$ cat config.mk
export PLATFORM = sky130hd
export DESIGN_NAME = lsu_mem_ctrl
export DESIGN_NICKNAME = d
export VERILOG_FILES = /design/src/rtl/lsu_mem_ctrl.sv
export SDC_FILE = /design/constraint.sdc
export NUM_CORES = 1
export LEC_CHECK = 0
export ABC_CLOCK_PERIOD_IN_PS = 1850
export CAP_MARGIN = 30
export CORE_ASPECT_RATIO = 1.4
export CORE_MARGIN = 5
export CORE_UTILIZATION = 30
export DETAILED_ROUTE_END_ITERATION = 10
export SYNTH_ARGS = -nofsm -noshare
export SYNTH_HDL_FRONTEND = slang
export SYNTH_SLANG_ARGS = --single-unit
$ cat constraint.sdc
create_clock -name clk_i -period 1.85 [get_ports clk_i]
set_input_delay 0.185 -clock clk_i [delete_from_list [all_inputs] [get_ports clk_i]]
set_output_delay 0.185 -clock clk_i [all_outputs]
set_load 0.02 [all_outputs]
$ cat src/rtl/lsu_mem_ctrl.sv
// Load/store initiator: turns byte-addressed requests into one or two masked
// word beats and returns a single extended response per request.
module lsu_mem_ctrl #(
  parameter int DW    = 32,
  parameter int ADDRW = 8
) (
  input  logic             clk_i,
  input  logic             rst_i,
  input  logic             req_valid_i,
  output logic             req_ready_o,
  input  logic             req_we_i,
  input  logic [1:0]       req_size_i,
  input  logic             req_unsigned_i,
  input  logic [ADDRW+1:0] req_addr_i,
  input  logic [DW-1:0]    req_wdata_i,
  output logic             resp_valid_o,
  output logic [DW-1:0]    resp_rdata_o,
  output logic             resp_split_o,
  output logic             mem_cs_o,
  output logic             mem_we_o,
  output logic [3:0]       mem_mask_o,
  output logic [ADDRW-1:0] mem_addr_o,
  output logic [DW-1:0]    mem_wdata_o,
  input  logic [DW-1:0]    mem_rdata_i
);

  typedef enum logic [1:0] {
    IDLE,
    BEAT0,
    BEAT1,
    RESP
  } state_t;

  state_t      state_q;
  logic        we_q;
  logic [1:0]  size_q;
  logic        unsigned_q;
  logic [1:0]  off_q;
  logic [3:0]  en_hi_q;
  logic [31:0] wdata_hi_q;
  logic [31:0] cap0_q;

  logic [3:0]  lane_base;
  logic [7:0]  en8;
  logic [31:0] wdata_masked;
  logic [63:0] wdata_shifted;

  // Lane enables and lane-aligned store data for the incoming request; the
  // upper halves belong to the second beat when the access straddles a word.
  always_comb begin
    lane_base    = 4'b1111;
    wdata_masked = req_wdata_i;
    case (req_size_i)
      2'b00: begin
        lane_base    = 4'b0001;
        wdata_masked = {24'b0, req_wdata_i[7:0]};
      end
      2'b01: begin
        lane_base    = 4'b0011;
        wdata_masked = {16'b0, req_wdata_i[15:0]};
      end
      default: begin
        lane_base    = 4'b1111;
        wdata_masked = req_wdata_i;
      end
    endcase
    en8 = {4'b0000, lane_base} << req_addr_i[1:0];
    case (req_addr_i[1:0])
      2'd0:    wdata_shifted = {32'b0, wdata_masked};
      2'd1:    wdata_shifted = {24'b0, wdata_masked, 8'b0};
      2'd2:    wdata_shifted = {16'b0, wdata_masked, 16'b0};
      default: wdata_shifted = {8'b0, wdata_masked, 24'b0};
    endcase
  end

  // Realign the captured words to the byte offset, then trim and extend.
  // The top byte of the second word can never be part of a 4-byte access.
  function automatic logic [31:0] assemble(input logic [23:0] hi,
                                           input logic [31:0] lo,
                                           input logic [1:0]  off,
                                           input logic [1:0]  size,
                                           input logic        uns);
    logic [31:0] raw;
    case (off)
      2'd0:    raw = lo;
      2'd1:    raw = {hi[7:0], lo[31:8]};
      2'd2:    raw = {hi[15:0], lo[31:16]};
      default: raw = {hi[23:0], lo[31:24]};
    endcase
    case (size)
      2'b00:   assemble = {{24{~uns & raw[7]}}, raw[7:0]};
      2'b01:   assemble = {{16{~uns & raw[15]}}, raw[15:0]};
      default: assemble = raw;
    endcase
  endfunction

  always_ff @(posedge clk_i) begin
    if (rst_i) begin
      state_q      <= IDLE;
      we_q         <= 1'b0;
      size_q       <= 2'b00;
      unsigned_q   <= 1'b0;
      off_q        <= 2'b00;
      en_hi_q      <= 4'b0000;
      wdata_hi_q   <= 32'b0;
      cap0_q       <= 32'b0;
      req_ready_o  <= 1'b1;
      resp_valid_o <= 1'b0;
      resp_rdata_o <= '0;
      resp_split_o <= 1'b0;
      mem_cs_o     <= 1'b0;
      mem_we_o     <= 1'b0;
      mem_mask_o   <= 4'b0000;
      mem_addr_o   <= '0;
      mem_wdata_o  <= '0;
    end else begin
      case (state_q)
        IDLE: begin
          if (req_valid_i) begin
            we_q        <= req_we_i;
            size_q      <= req_size_i;
            unsigned_q  <= req_unsigned_i;
            off_q       <= req_addr_i[1:0];
            en_hi_q     <= en8[7:4];
            wdata_hi_q  <= wdata_shifted[63:32];
            req_ready_o <= 1'b0;
            mem_cs_o    <= 1'b1;
            mem_we_o    <= req_we_i;
            mem_mask_o  <= en8[3:0];
            mem_addr_o  <= req_addr_i[ADDRW+1:2];
            mem_wdata_o <= wdata_shifted[31:0];
            state_q     <= BEAT0;
          end
        end
        BEAT0: begin
          cap0_q <= mem_rdata_i;
          if (en_hi_q != 4'b0000) begin
            mem_addr_o  <= mem_addr_o + ADDRW'(1);
            mem_mask_o  <= en_hi_q;
            mem_wdata_o <= wdata_hi_q;
            state_q     <= BEAT1;
          end else begin
            mem_cs_o     <= 1'b0;
            mem_we_o     <= 1'b0;
            mem_mask_o   <= 4'b0000;
            mem_addr_o   <= '0;
            mem_wdata_o  <= '0;
            resp_valid_o <= 1'b1;
            resp_split_o <= 1'b0;
            resp_rdata_o <= we_q ? 32'b0
                                 : assemble(24'b0, mem_rdata_i, off_q, size_q, unsigned_q);
            state_q      <= RESP;
          end
        end
        BEAT1: begin
          mem_cs_o     <= 1'b0;
          mem_we_o     <= 1'b0;
          mem_mask_o   <= 4'b0000;
          mem_addr_o   <= '0;
          mem_wdata_o  <= '0;
          resp_valid_o <= 1'b1;
          resp_split_o <= 1'b1;
          resp_rdata_o <= we_q ? 32'b0
                               : assemble(mem_rdata_i[23:0], cap0_q, off_q, size_q, unsigned_q);
          state_q      <= RESP;
        end
        RESP: begin
          resp_valid_o <= 1'b0;
          resp_split_o <= 1'b0;
          resp_rdata_o <= '0;
          req_ready_o  <= 1'b1;
          state_q      <= IDLE;
        end
        default: begin
          state_q     <= IDLE;
          req_ready_o <= 1'b1;
        end
      endcase
    end
  end

endmodule

==> results.md, run 1 <==
- After clock tree synthesis, the clock-pin slew on the worst setup and hold paths is 0.07 ns.
- The path with the worst hold slack has its endpoint at cap0_q[5].
- In the synthesized netlist the dominant register cell turns out to be dfxtp_1.
- The count of buffering cells on the critical path with inverters included is 2.
- The post-synth net total is 1,086.
- In this run, CTS created clock tree buffers numbering 17.
- After synthesis, the netlist uses 52 different library cells.
- The final route contains 8,721 vias.
- The number of H-tree branching levels is 4.
- The post-synthesis instance total is 999.
- The largest voltage drop on the vdd net is 0.703 mV.
- The final clock skew is 0.0132 ns.
- The total overflow left after global routing is 0.
- The number of hold buffers added after CTS was 0.
- The clock period minus worst slack is 1.88 ns.
- Hold timing on the final database bottoms out at a slack of 0.134 ns.
- The start of the worst register-to-register path is off_q[0].
- At the pin with the least slew margin, the transition time is 0.676 ns.
- The number of enable-type register cells in the synthesized netlist is 0.
- The analysis attributes to cell leakage a power of 4.50 nW.
- The slowest stage cell on the critical path is dfxtp_4.
- The first detailed-routing pass took 7 iterations.
- The final count of pins violating max slew is 0.
- In this run the worst path has a maximum fanout of 8.
- In the routed layout, each cell is associated on average with a via count of 5.39.
- The die span in y is 204 um.
- The cell area that synthesis handed to floorplanning was 0.00808 mm2.
- The area of placed instances is 0.0110 mm2.
- The area of the multi-input gates is 0.00501 mm2.
- The wire length reported by the detailed router is 32,100 um.
- The number of clock sinks is 148.
- The initial utilization of the core area, before any placement, comes to 0.302.
- The run finished, with violations left.
- The worst setup path category is reg -> reg.
- Port buffering added 161 buffers.
- The remaining antenna violation count after routing is 0.
- The final-report setup violation count is 13.
- The width of the die is 149 um.
- The worst register-to-register path has a setup slack of -0.03 ns.
- The number of failing hold endpoints at the final stage is 0.
- The share of async-settable or async-resettable flops after synthesis is 0.
- The number of placement rows is 71.
- Summed over all nets, the half-perimeter wirelength after detailed placement is 23,100 um.
- The worst setup slack before clock tree synthesis is -0.244 ns.
- TritonCTS built the clock tree.
- The maximum buffer depth of the clock tree is 2.
- The critical path goes through buf_6 -> mux2i_4 -> mux2i_1 -> or2_4 -> a32oi_4 -> buf_12 -> a311oi_2.
- For the worst-skew pair, the clock arrives at the later sink with an insertion delay of 0.44 ns.
- The worst setup slack after layout is -0.0291 ns.
- In this run the most critical hold path is launched from rst_i.
- The power density over cell area is 1400 mW/mm2.
- The part of the Yosys area used for sequential elements is 0.367.
- The worst register-to-register path ends at resp_rdata_o[26].
- The sequential cells in the finished layout cover a total of 0.00297 mm2.
- The required time reported for the critical path endpoint is 2.14 ns.
- Dividing the detail-routed wire length by the instance count gives 19.8 um.
- Routability-driven placement finished with a final weighted congestion of 0.928.
- The mean instance size in the synthesized netlist is 8.09 um2.
- Counting flops and latches in the post-synthesis netlist gives 148.
- The worst setup path is launched from a flop.
- Fill cells in the final layout number 2,660.
- The final total power is 0.0170 W.
- The count of maximum capacitance violations is 0.
- After detailed routing, the number of remaining DRC violations is 0.
- The category of the worst setup path capture point is a flop.
- In this run the count of I/O pins placed on the die edge is 162.
- The number of cells on the worst reg-to-reg path is 7.
- The arrival time of data at the critical path endpoint is 2.17 ns.
- The area of the core region is 0.0267 mm2.
- The final critical-path share of the clock period is 1.02.
- The number of warnings printed during yosys synthesis is 0.
- The cell family with the largest share of critical-path delay is flip-flops.
- The final reports fail on setup timing.
- The overall die area is 0.0304 mm2.
- Entering global routing, the biggest net connects 68 pins.
- The layout net count is 1,328.
- The first global-routing pass estimated 48,600 um of wire.
- The worst hold path was traced through 2 stages.
- Of the cells placed in the final design, the portion with a size suffix greater than 1 is 0.233.
- The finished layout cell area is 0.0121 mm2.
- The root buffer cell chosen for the clock tree is clkbuf_16.
- Across every metal layer, demand over resource in global routing totals 0.203.
- The largest incremental delay on the critical path is 0.43 ns.
- The number of antenna diodes in the final layout is 0.
- The DRC violation total after the first TritonRoute iteration is 489.
- The initial antenna violation count came to 0.
- The layout-stage area growth over the synthesis result is 49.9%.
- The path category of the worst min-delay check is in -> reg.
- The via count of the first global-routing pass is 8,645.
- The worst pin sits at a relative slew slack of 0.549.
- Setup repair after global routing could not meet its margin everywhere.
- The achievable frequency is 532 MHz.
==> sequential cells by signal, summed over array words and instances, names as in the netlist <==
| signal | flops |
|---|---|
| mem_addr_o | 8 |
| mem_mask_o | 4 |
| wdata_hi_q | 24 |
| unsigned_q | 1 |
| resp_split_o | 1 |
| state_q | 2 |
| we_q | 1 |
| en_hi_q | 3 |
| cap0_q | 32 |
| mem_wdata_o | 32 |
| size_q | 2 |
| resp_valid_o | 1 |
| req_ready_o | 1 |
| resp_rdata_o | 32 |
| mem_we_o | 1 |
| off_q | 2 |
| mem_cs_o | 1 |
==> through the flow <==
stage               cells  TNS (ns)   util
floorplan             999   -0.0942      -
global placement     1567     -5.60  0.410
detailed placement   1567     -7.19  0.410
CTS                  1605    -0.139  0.438
global route         1619     -1.37  0.453
finish               1619    -0.219  0.453
==> cell usage in the layout, fill, tap and decap left out, drive strengths merged, types with 17 or more instances in the layout <==
cell             n
a21oi           85
a22oi           36
a311oi          19
buf            153
clkbuf          20
clkdlybuf4s50  160
dfxtp          148
inv             19
mux2            39
mux2i           62
nand2          120
nand3           29
nor2           124
nor3            22
o211ai          17
o21ai           32
==> cell usage after synthesis (12+ instances only) <==
| library cell | n | area [um2] |
|---|---|---|
| a211oi_1 | 13 | 97.6 |
| o211ai_1 | 17 | 128 |
| mux2_2 | 39 | 439 |
| clkbuf_1 | 56 | 210 |
| a22oi_1 | 36 | 270 |
| nand3_1 | 29 | 145 |
| buf_1 | 13 | 48.8 |
| nor3_1 | 21 | 105 |
| mux2i_1 | 62 | 621 |
| nor2_1 | 124 | 465 |
| nand2_1 | 120 | 450 |
| o21ai_0 | 32 | 160 |
| a21oi_1 | 84 | 420 |
| a2bb2oi_1 | 13 | 114 |
| a311oi_1 | 19 | 166 |
| a31oi_1 | 12 | 75.1 |
| buf_2 | 20 | 100 |
| nand2b_1 | 12 | 75.1 |
| dfxtp_1 | 148 | 2960 |
==> how the worst max path moves through the flow <==
| stage | startpoint | endpoint | slack, ns | cells after the start |
|---|---|---|---|---|
| CTS | state_q[0] | resp_rdata_o[31] | -0.03 | 9 |
| global route | off_q[0] | resp_rdata_o[26] | -0.09 | 7 |
| floorplan | state_q[0] | resp_rdata_o[31] | -0.02 | 8 |
| detailed placement | req_addr_i[0] | mem_wdata_o[17] | -0.24 | 7 |
| global placement | req_addr_i[0] | mem_wdata_o[17] | -0.23 | 7 |
| finish | off_q[0] | resp_rdata_o[26] | -0.03 | 7 |
==> cells by family (layout without fill, tap and decap cells) <==
kind of cell    Yosys count  after routing  share of synthesized area
flops                   148            148                      0.367
mux                     101            101                      0.131
buf+inv                 102            357                     0.0533
xor+xnor                  2              2                    0.00217
compound gates          295            295                      0.253
fa+ha+maj                 6              6                    0.00929
simple gates            345            345                      0.185
==> worst reg2reg max path: stages, from the launching register on <==
cell	delay, ns
dfxtp_4	0.43
buf_6	0.13
mux2i_4	0.23
mux2i_1	0.09
or2_4	0.26
a32oi_4	0.35
buf_12	0.18
a311oi_2	0.08
==> area by class of cell <==
type                            count  area share
Clock buffer                       17      0.0351
Clock inverter                     15      0.0130
Inverter                            9     0.00279
Multi-Input combinational cell    749       0.413
Sequential cell                   148       0.245
Tap cell                          365      0.0377
Timing Repair Buffer              316       0.252
==> per-layer routing <==
layer,vias up,track usage,part of all wire
li1,4145,-,-
met1,4150,0.236,0.39
met2,349,0.360,0.50
met3,77,0.0404,0.062
met4,0,0.0901,0.048
met5,-,0,0
==> where the power goes <==
part	internal, W	switching, W	leakage [nW]
Combinational	0.00420	0.00466	3.00
Sequential	0.00401	0.000635	1.21
Clock	0.00192	0.00160	0.288
Total	0.0101	0.00689	4.50
==> timing repair <==
action	in CTS	in global routing
cloned	1	4
pin swaps	4	14
setup endpoints to repair	41	88
gates resized for setup	24	49
buffers inserted	5	10
Note: power is estimated with default switching activity, not from simulation.
==> run 2: changes to the inputs <==
--- a/config.mk
+++ b/config.mk
@@ -7,10 +7,12 @@
 export LEC_CHECK = 0
 export ABC_CLOCK_PERIOD_IN_PS = 1850
 export CAP_MARGIN = 30
+export CELL_PAD_IN_SITES_DETAIL_PLACEMENT = 1
+export CELL_PAD_IN_SITES_GLOBAL_PLACEMENT = 2
 export CORE_ASPECT_RATIO = 1.4
-export CORE_MARGIN = 5
-export CORE_UTILIZATION = 30
+export CORE_UTILIZATION = 27
 export DETAILED_ROUTE_END_ITERATION = 10
+export PLACE_DENSITY = 0.79
 export SYNTH_ARGS = -nofsm -noshare
 export SYNTH_HDL_FRONTEND = slang
 export SYNTH_SLANG_ARGS = --single-unit
==> results.md, run 2 (synthesized netlist as in run 1, its figures left out) <==
- The flow ran to the end, but the final reports show violations.
- The final reports fail on setup timing.
- Across all layers, the routed design uses 8,854 vias.
- The sequential cell fraction of total power is 0.274.
- The share of total power dissipated in the clock network is 0.200.
- The internal power is 0.0102 W.
- For this design the total switching power over the nets is 0.00703 W.
- Summing all placed instances gives a cell area of 0.0110 mm2.
- The routed design has 35,800 um of wire.
- The type of element launching the critical path is a flop.
- The top cell types in the final layout, fill and taps aside, are clkdlybuf4s50_1, dfxtp_1, buf_4, nor2_1, nand2_1.
- STA puts the critical path data arrival time at 2.20 ns.
- The largest single stage delay on the critical path is 0.43 ns.
- Traced cell by cell, the critical path runs through mux2i_1 -> mux2i_1 -> or2_2 -> a32oi_4 -> buf_12 -> buf_12 -> a311oi_2.
- The worst setup slack before clock tree synthesis is -0.317 ns.
- The layout-stage area growth over the synthesis result is 51.4%.
- The share of final-layout standard cells stronger than drive strength 1 is 0.234.
- The later-pin clock latency in the skew report is 0.44 ns.
- The clock period minus worst slack is 1.90 ns.
- Timing would allow up to 526 MHz.
- The global-route wire length before repair is 53,000 um.
- Across every metal layer, demand over resource in global routing totals 0.230.
- Summed over all cells, the static leakage comes to 4.54 nW.
- The CTS buffer count is 17.
- The first-pass iteration count of the detailed router is 4.
- The remaining antenna violation count after routing is 0.
- The final count of pins violating max slew was 0.
- The finished layout cell area is 0.0122 mm2.
- Data on the critical path is required at its endpoint by 2.14 ns.
- The final clock skew is 0.0144 ns.
- The initial antenna violation count was 0.
- The via count of the first global-routing pass is 9,316.
- The post-detailed-route wirelength per cell is 21.8 um.
- In the routed design, unresolved DRC markers number 0.
- The floorplan step set the die height to 207 um.
- Once layout is complete, the cells apart from fillers number 1,642.
- TritonCTS built the clock tree.
- The setup path with the least slack is of type reg -> reg.
- The largest registers in the layout are cap0_q x32, mem_wdata_o x32, resp_rdata_o x32.
- The clock-pin transition on the worst setup and hold timing paths is 0.06 ns.
- Setup repair after global routing could not meet its margin everywhere.
- The number of placed cells counting well taps is 1,590.
- The final critical-path share of the clock period is 1.03.
- The power density over cell area is 1410 mW/mm2.
- In the routed layout, each cell is associated on average with a via count of 5.39.
- Setup violations remaining at the end of the flow were counted as 17.
- The largest voltage drop on the vdd net is 0.649 mV.
- The number of fillers in the final layout is 3,409.
- The critical path contains buffers and inverters numbering 2 combined.
- Once routing completed, OpenROAD measured the worst setup slack at -0.0508 ns.
- Across the whole layout, storage elements account for 0.00298 mm2.
- The path category of the worst min-delay check is in -> reg.
- The die covers 0.0306 mm2.
- Routability-driven placement finished with a final weighted congestion of 0.909.
- The cell chosen for the clock root is clkbuf_16.
- The total of buffers placed on input and output ports is 161.
- For this run, the post-layout net count is 1,337.
- The worst relative slew slack is 0.600.
- The tool flagged a number of max-cap violations equal to 0.
- For the pin with the worst max-slew slack, the measured transition is 0.597 ns.
- Of all nets on the critical path, the largest fanout is 8.
- The most frequent standard cell in the layout excluding fill and tap cells is clkdlybuf4s50_1.
- The total negative setup slack is -0.722 ns.
- The category of the worst setup path capture point is a flop.
- The switching part of the total power is 0.408.
- The clock passes through at most 2 buffers.
- The number of failing hold endpoints at the final stage came to 0.
- The number of placement rows is 74.
- For this configuration, the core starts out at a cell density of 0.275.
- The slowest stage cell on the critical path is dfxtp_4.
- The half-perimeter wire length after detailed placement is 25,800 um.
- The number of antenna diodes in the final layout is 0.
- The final worst hold slack is 0.163 ns.
- The number of H-tree branching levels is 4.
- The total global routing overflow is 0.
- Of the total power, combinational logic draws 0.526.
- The die is 148 um wide.
- The pin count of the biggest net entering global routing is 103.
- The DRC violation total after the first TritonRoute iteration is 371.
- The number of clock sinks is 148.
- The area of the multi-input gates is 0.00501 mm2.
- The core region is 0.0294 mm2.
- The number of top-level pins is 162.
- The cell family with the largest share of critical-path delay is flip-flops.
run 2: final cells by class:
cell class                      instances  area share
Clock buffer                           19      0.0354
Multi-Input combinational cell        749       0.410
Inverter                                9     0.00297
Timing Repair Buffer                  325       0.259
Clock inverter                         12      0.0109
Sequential cell                       148       0.243
Tap cell                              380      0.0389
run 2: power by group through the flow:
stage,Clock [W],Combinational (W),Sequential (W)
4_1_cts,0.00353,0.00861,0.00469
3_3_place_gp,0,0.00797,0.00472
3_5_place_dp,0,0.00811,0.00473
5_1_grt,0.00367,0.00965,0.00480
6_report,0.00345,0.00904,0.00471
2_1_floorplan,0,0.00379,0.00513
run 2: worst register-to-register path: stages (launching register included):
cell and delay, ns:
dfxtp_4 0.43, mux2i_1 0.29, mux2i_1 0.12, or2_2 0.31
a32oi_4 0.27, buf_12 0.16, buf_12 0.12, a311oi_2 0.09
run 2: worst paths after layout:
check | from | end | slack (ns) | cells after the start
hold reg to reg | resp_rdata_o[1] | resp_rdata_o[1] | 0.45 | 2
hold / removal | rst_i | resp_rdata_o[25] | 0.16 | 2
setup / recovery | off_q[0] | resp_rdata_o[30] | -0.05 | 7
setup reg to reg | off_q[0] | resp_rdata_o[30] | -0.05 | 7
run 2: routing by layer:
layer	wire, um	vias up	track usage
met5	0	-	0
met4	1860	0	0.144
met3	1250	80	0.0347
met2	18600	263	0.419
met1	14100	4365	0.250
li1	-	4146	-
run 2: metrics by stage:
stage / util / power (W)
after floorplan: - / 0.00892
after global placement: 0.376 / 0.0127
after detailed placement: 0.376 / 0.0128
after CTS: 0.406 / 0.0168
after global routing: 0.417 / 0.0181
final: 0.417 / 0.0172
run 2: timing repair:
| item | CTS | global route |
|---|---|---|
| resized for setup | 37 | 46 |
| setup endpoints to repair | 60 | 86 |
| pin swaps | 10 | 20 |
| hold buffers | 0 | 0 |
| buffers inserted | 11 | 7 |
| cloned | 3 | 2 |
==> run 3: changes to the inputs <==
==> config.mk (replaced) <==
export PLATFORM = sky130hd
export DESIGN_NAME = lsu_mem_ctrl
export DESIGN_NICKNAME = d
export VERILOG_FILES = /design/src/rtl/lsu_mem_ctrl.sv
export SDC_FILE = /design/constraint.sdc
export NUM_CORES = 1
export LEC_CHECK = 0
export ABC_CLOCK_PERIOD_IN_PS = 1850
export CAP_MARGIN = 30
export CELL_PAD_IN_SITES_DETAIL_PLACEMENT = 0
export CELL_PAD_IN_SITES_GLOBAL_PLACEMENT = 1
export CORE_ASPECT_RATIO = 1.4
export CORE_UTILIZATION = 30
export DETAILED_ROUTE_END_ITERATION = 10
export PLACE_DENSITY = 0.71
export SKIP_CTS_REPAIR_TIMING = 1
export SYNTH_ARGS = -nofsm -noshare
export SYNTH_HDL_FRONTEND = slang
export SYNTH_SLANG_ARGS = --single-unit
==> results.md, run 3 (synthesized netlist as in run 1, its figures left out) <==
- The detail-routed via count per cell is 5.41.
- The DRC violation total after the first TritonRoute iteration is 480.
- The routability congestion estimate from global placement is 0.915.
- The largest single stage delay on the critical path is 0.41 ns.
- At the end of the flow, the number of nets in the layout was 1,340.
- The pin count of the biggest net entering global routing is 111.
- The worst hold path belongs to the class in -> reg.
- The final routed DRC violation total is 0.
- On the final layout, the worst hold slack is 0.112 ns.
- The antenna diode instance count is 0.
- The floorplan step set the die width to 141 um.
- The worst setup path category is reg -> reg.
- The region available for standard cell placement spans 0.0263 mm2.
- The achievable frequency is 528 MHz.
- The library cells used most frequently in the layout, excluding fill and tap cells, are clkdlybuf4s50_1, dfxtp_1, buf_4, nor2_1, nand2_1.
- The largest registers in the layout are cap0_q x32, mem_wdata_o x32, resp_rdata_o x32.
- The arrival time of data at the critical path endpoint is 2.21 ns.
- For the pin with the worst max-slew slack, the measured transition is 0.560 ns.
- The total global routing overflow is 0.
- The leakage component of the power is 4.51 nW.
- The total of buffers placed on input and output ports is 161.
- Setup repair after global routing could not meet its margin everywhere.
- The maximum buffer depth of the clock tree is 2.
- The worst setup path is launched from a flop.
- The final non-filler cell total is 1,590.
- After detailed routing, the average wire length per cell comes to 20.3 um.
- The most prevalent standard cell on the critical path is buf_6.
- In the final layout, the share of cells above drive strength 1 is 0.226.
- STA classifies the critical path endpoint as a flop.
- The most frequent standard cell in the layout excluding fill and tap cells is clkdlybuf4s50_1.
- The final reports fail on setup timing.
- Once placement completed, the tool counted placed cells totaling 1,543.
- The internal power is 0.0101 W.
- The clock-pin transition on the worst setup and hold timing paths is 0.07 ns.
- The worst setup slack before clock tree synthesis is -0.240 ns.
- The worst relative slew slack is 0.626.
- The initial antenna violation count is 0.
- The total net switching power is 0.00670 W.
- The die span in y is 196 um.
- The via count of the first global-routing pass is 8,428.
- The final count of pins violating max slew is 0.
- The clock period minus worst slack is 1.89 ns.
- In this run the worst path has a maximum fanout of 8.
- For the worst-skew pair, the clock arrives at the later sink with an insertion delay of 0.44 ns.
- The share of total power dissipated in the clock network is 0.205.
- The initialized floorplan defines 70 standard-cell rows.
- STA puts the critical path data required time at 2.16 ns.
- The power density over cell area is 1400 mW/mm2.
- For this configuration, the core starts out at a cell density of 0.308.
- The slowest stage cell on the critical path is dfxtp_4.
- The overall die area is 0.0276 mm2.
- The worst setup slack after layout is -0.0449 ns.
- VDD sags by at most 0.877 mV.
- The count of maximum capacitance violations is 0.
- The detailed router placed 8,601 vias in this run.
- The half-perimeter wire length after detailed placement is 23,300 um.
- The number of top-level pins is 162.
- Of the total power, registers draw 0.274.
- The signal on the critical path passes through buf_6 -> mux2_4 -> buf_6 -> nor3_4 -> nor2_2 -> a32oi_4 -> clkbuf_16 -> a311oi_2.
- The wire length reported by the detailed router is 32,200 um.
- Of the total power, the share spent switching nets is 0.398.
- The first TritonRoute pass finished after 5 iterations.
- The final critical-path share of the clock period is 1.02.
- Between clock sinks in the finished design, the worst skew comes to 0.00920 ns.
- The first global-routing pass estimated 47,400 um of wire.
- From synthesis to final layout, the design area changed by 48.8%.
- The remaining antenna violation count after routing is 0.
- The part of the total power dissipated in combinational logic is 0.521.
- The cell chosen for the clock root is clkbuf_16.
- The number of failing hold endpoints at the final stage is 0.
- Setup violations remaining at the end of the flow were counted as 12.
- For this run, the total global-route usage over all layers was measured as 0.227.
- The H-tree generated during clock tree synthesis spans 4 levels.
- The TritonCTS clock tree is yes.
- The CTS buffer count is 17.
- The number of clock sinks is 148.
- The flow ran to the end, but the final reports show violations.
-- run 3: changes by cell type in the layout (fill, tap and decap cells not counted), sizes merged --
cell      delta
clkinvlp     -1
clkbuf       +4
inv          +1
-- run 3: metal layers --
metal | vias to the layer above | global-route usage | wire (um)
met5 | - | 0 | 0
met4 | 0 | 0.134 | 1620
met3 | 75 | 0.0412 | 1510
met2 | 325 | 0.415 | 17000
met1 | 4040 | 0.243 | 12100
li1 | 4161 | - | -
-- run 3: per-stage QoR --
step	total power [W]	utilization	area (um2)	setup TNS (ns)
after floorplan	0.00892	-	8110	-0.0942
after global placement	0.0127	0.419	11000	-6.46
after detailed placement	0.0127	0.419	11000	-7.42
after CTS	0.0162	0.440	11600	-3.58
after global routing	0.0177	0.458	12000	-1.39
final	0.0168	0.458	12000	-0.376
-- run 3: layout make-up --
| cell class | instances | area (um2) |
|---|---|---|
| Fill cell | 2555 | 14200 |
| Multi-Input combinational cell | 749 | 4910 |
| Timing Repair Buffer | 328 | 3140 |
| Sequential cell | 148 | 2970 |
| Clock buffer | 20 | 437 |
| Tap cell | 324 | 405 |
| Clock inverter | 12 | 131 |
| Inverter | 9 | 33.8 |
-- run 3: path summary, 6_finish.rpt --
| kind | startpoint | endpoint | slack, ns | cells past startpoint |
|---|---|---|---|---|
| max | off_q[0] | resp_rdata_o[25] | -0.04 | 8 |
| min reg2reg | resp_rdata_o[0] | resp_rdata_o[0] | 0.45 | 2 |
| min | rst_i | cap0_q[13] | 0.11 | 2 |
| max reg2reg | off_q[0] | resp_rdata_o[25] | -0.04 | 8 |
-- run 3: critical path: cells and delay by family (launching register included) --
family	cells	cell delay, ns
and+or+nand+nor	2	0.22
AOI/OAI and AO/OA	2	0.37
buffers and inverters	3	0.46
DFF	1	0.41
muxes	1	0.30
-- run 3: power by group through the flow --
stage / Clock, W / Combinational, W / Sequential, W
6_report: 0.00344 / 0.00877 / 0.00461
3_5_place_dp: 0 / 0.00806 / 0.00465
3_3_place_gp: 0 / 0.00802 / 0.00465
5_1_grt: 0.00363 / 0.00941 / 0.00471
2_1_floorplan: 0 / 0.00379 / 0.00513
4_1_cts: 0.00351 / 0.00808 / 0.00459
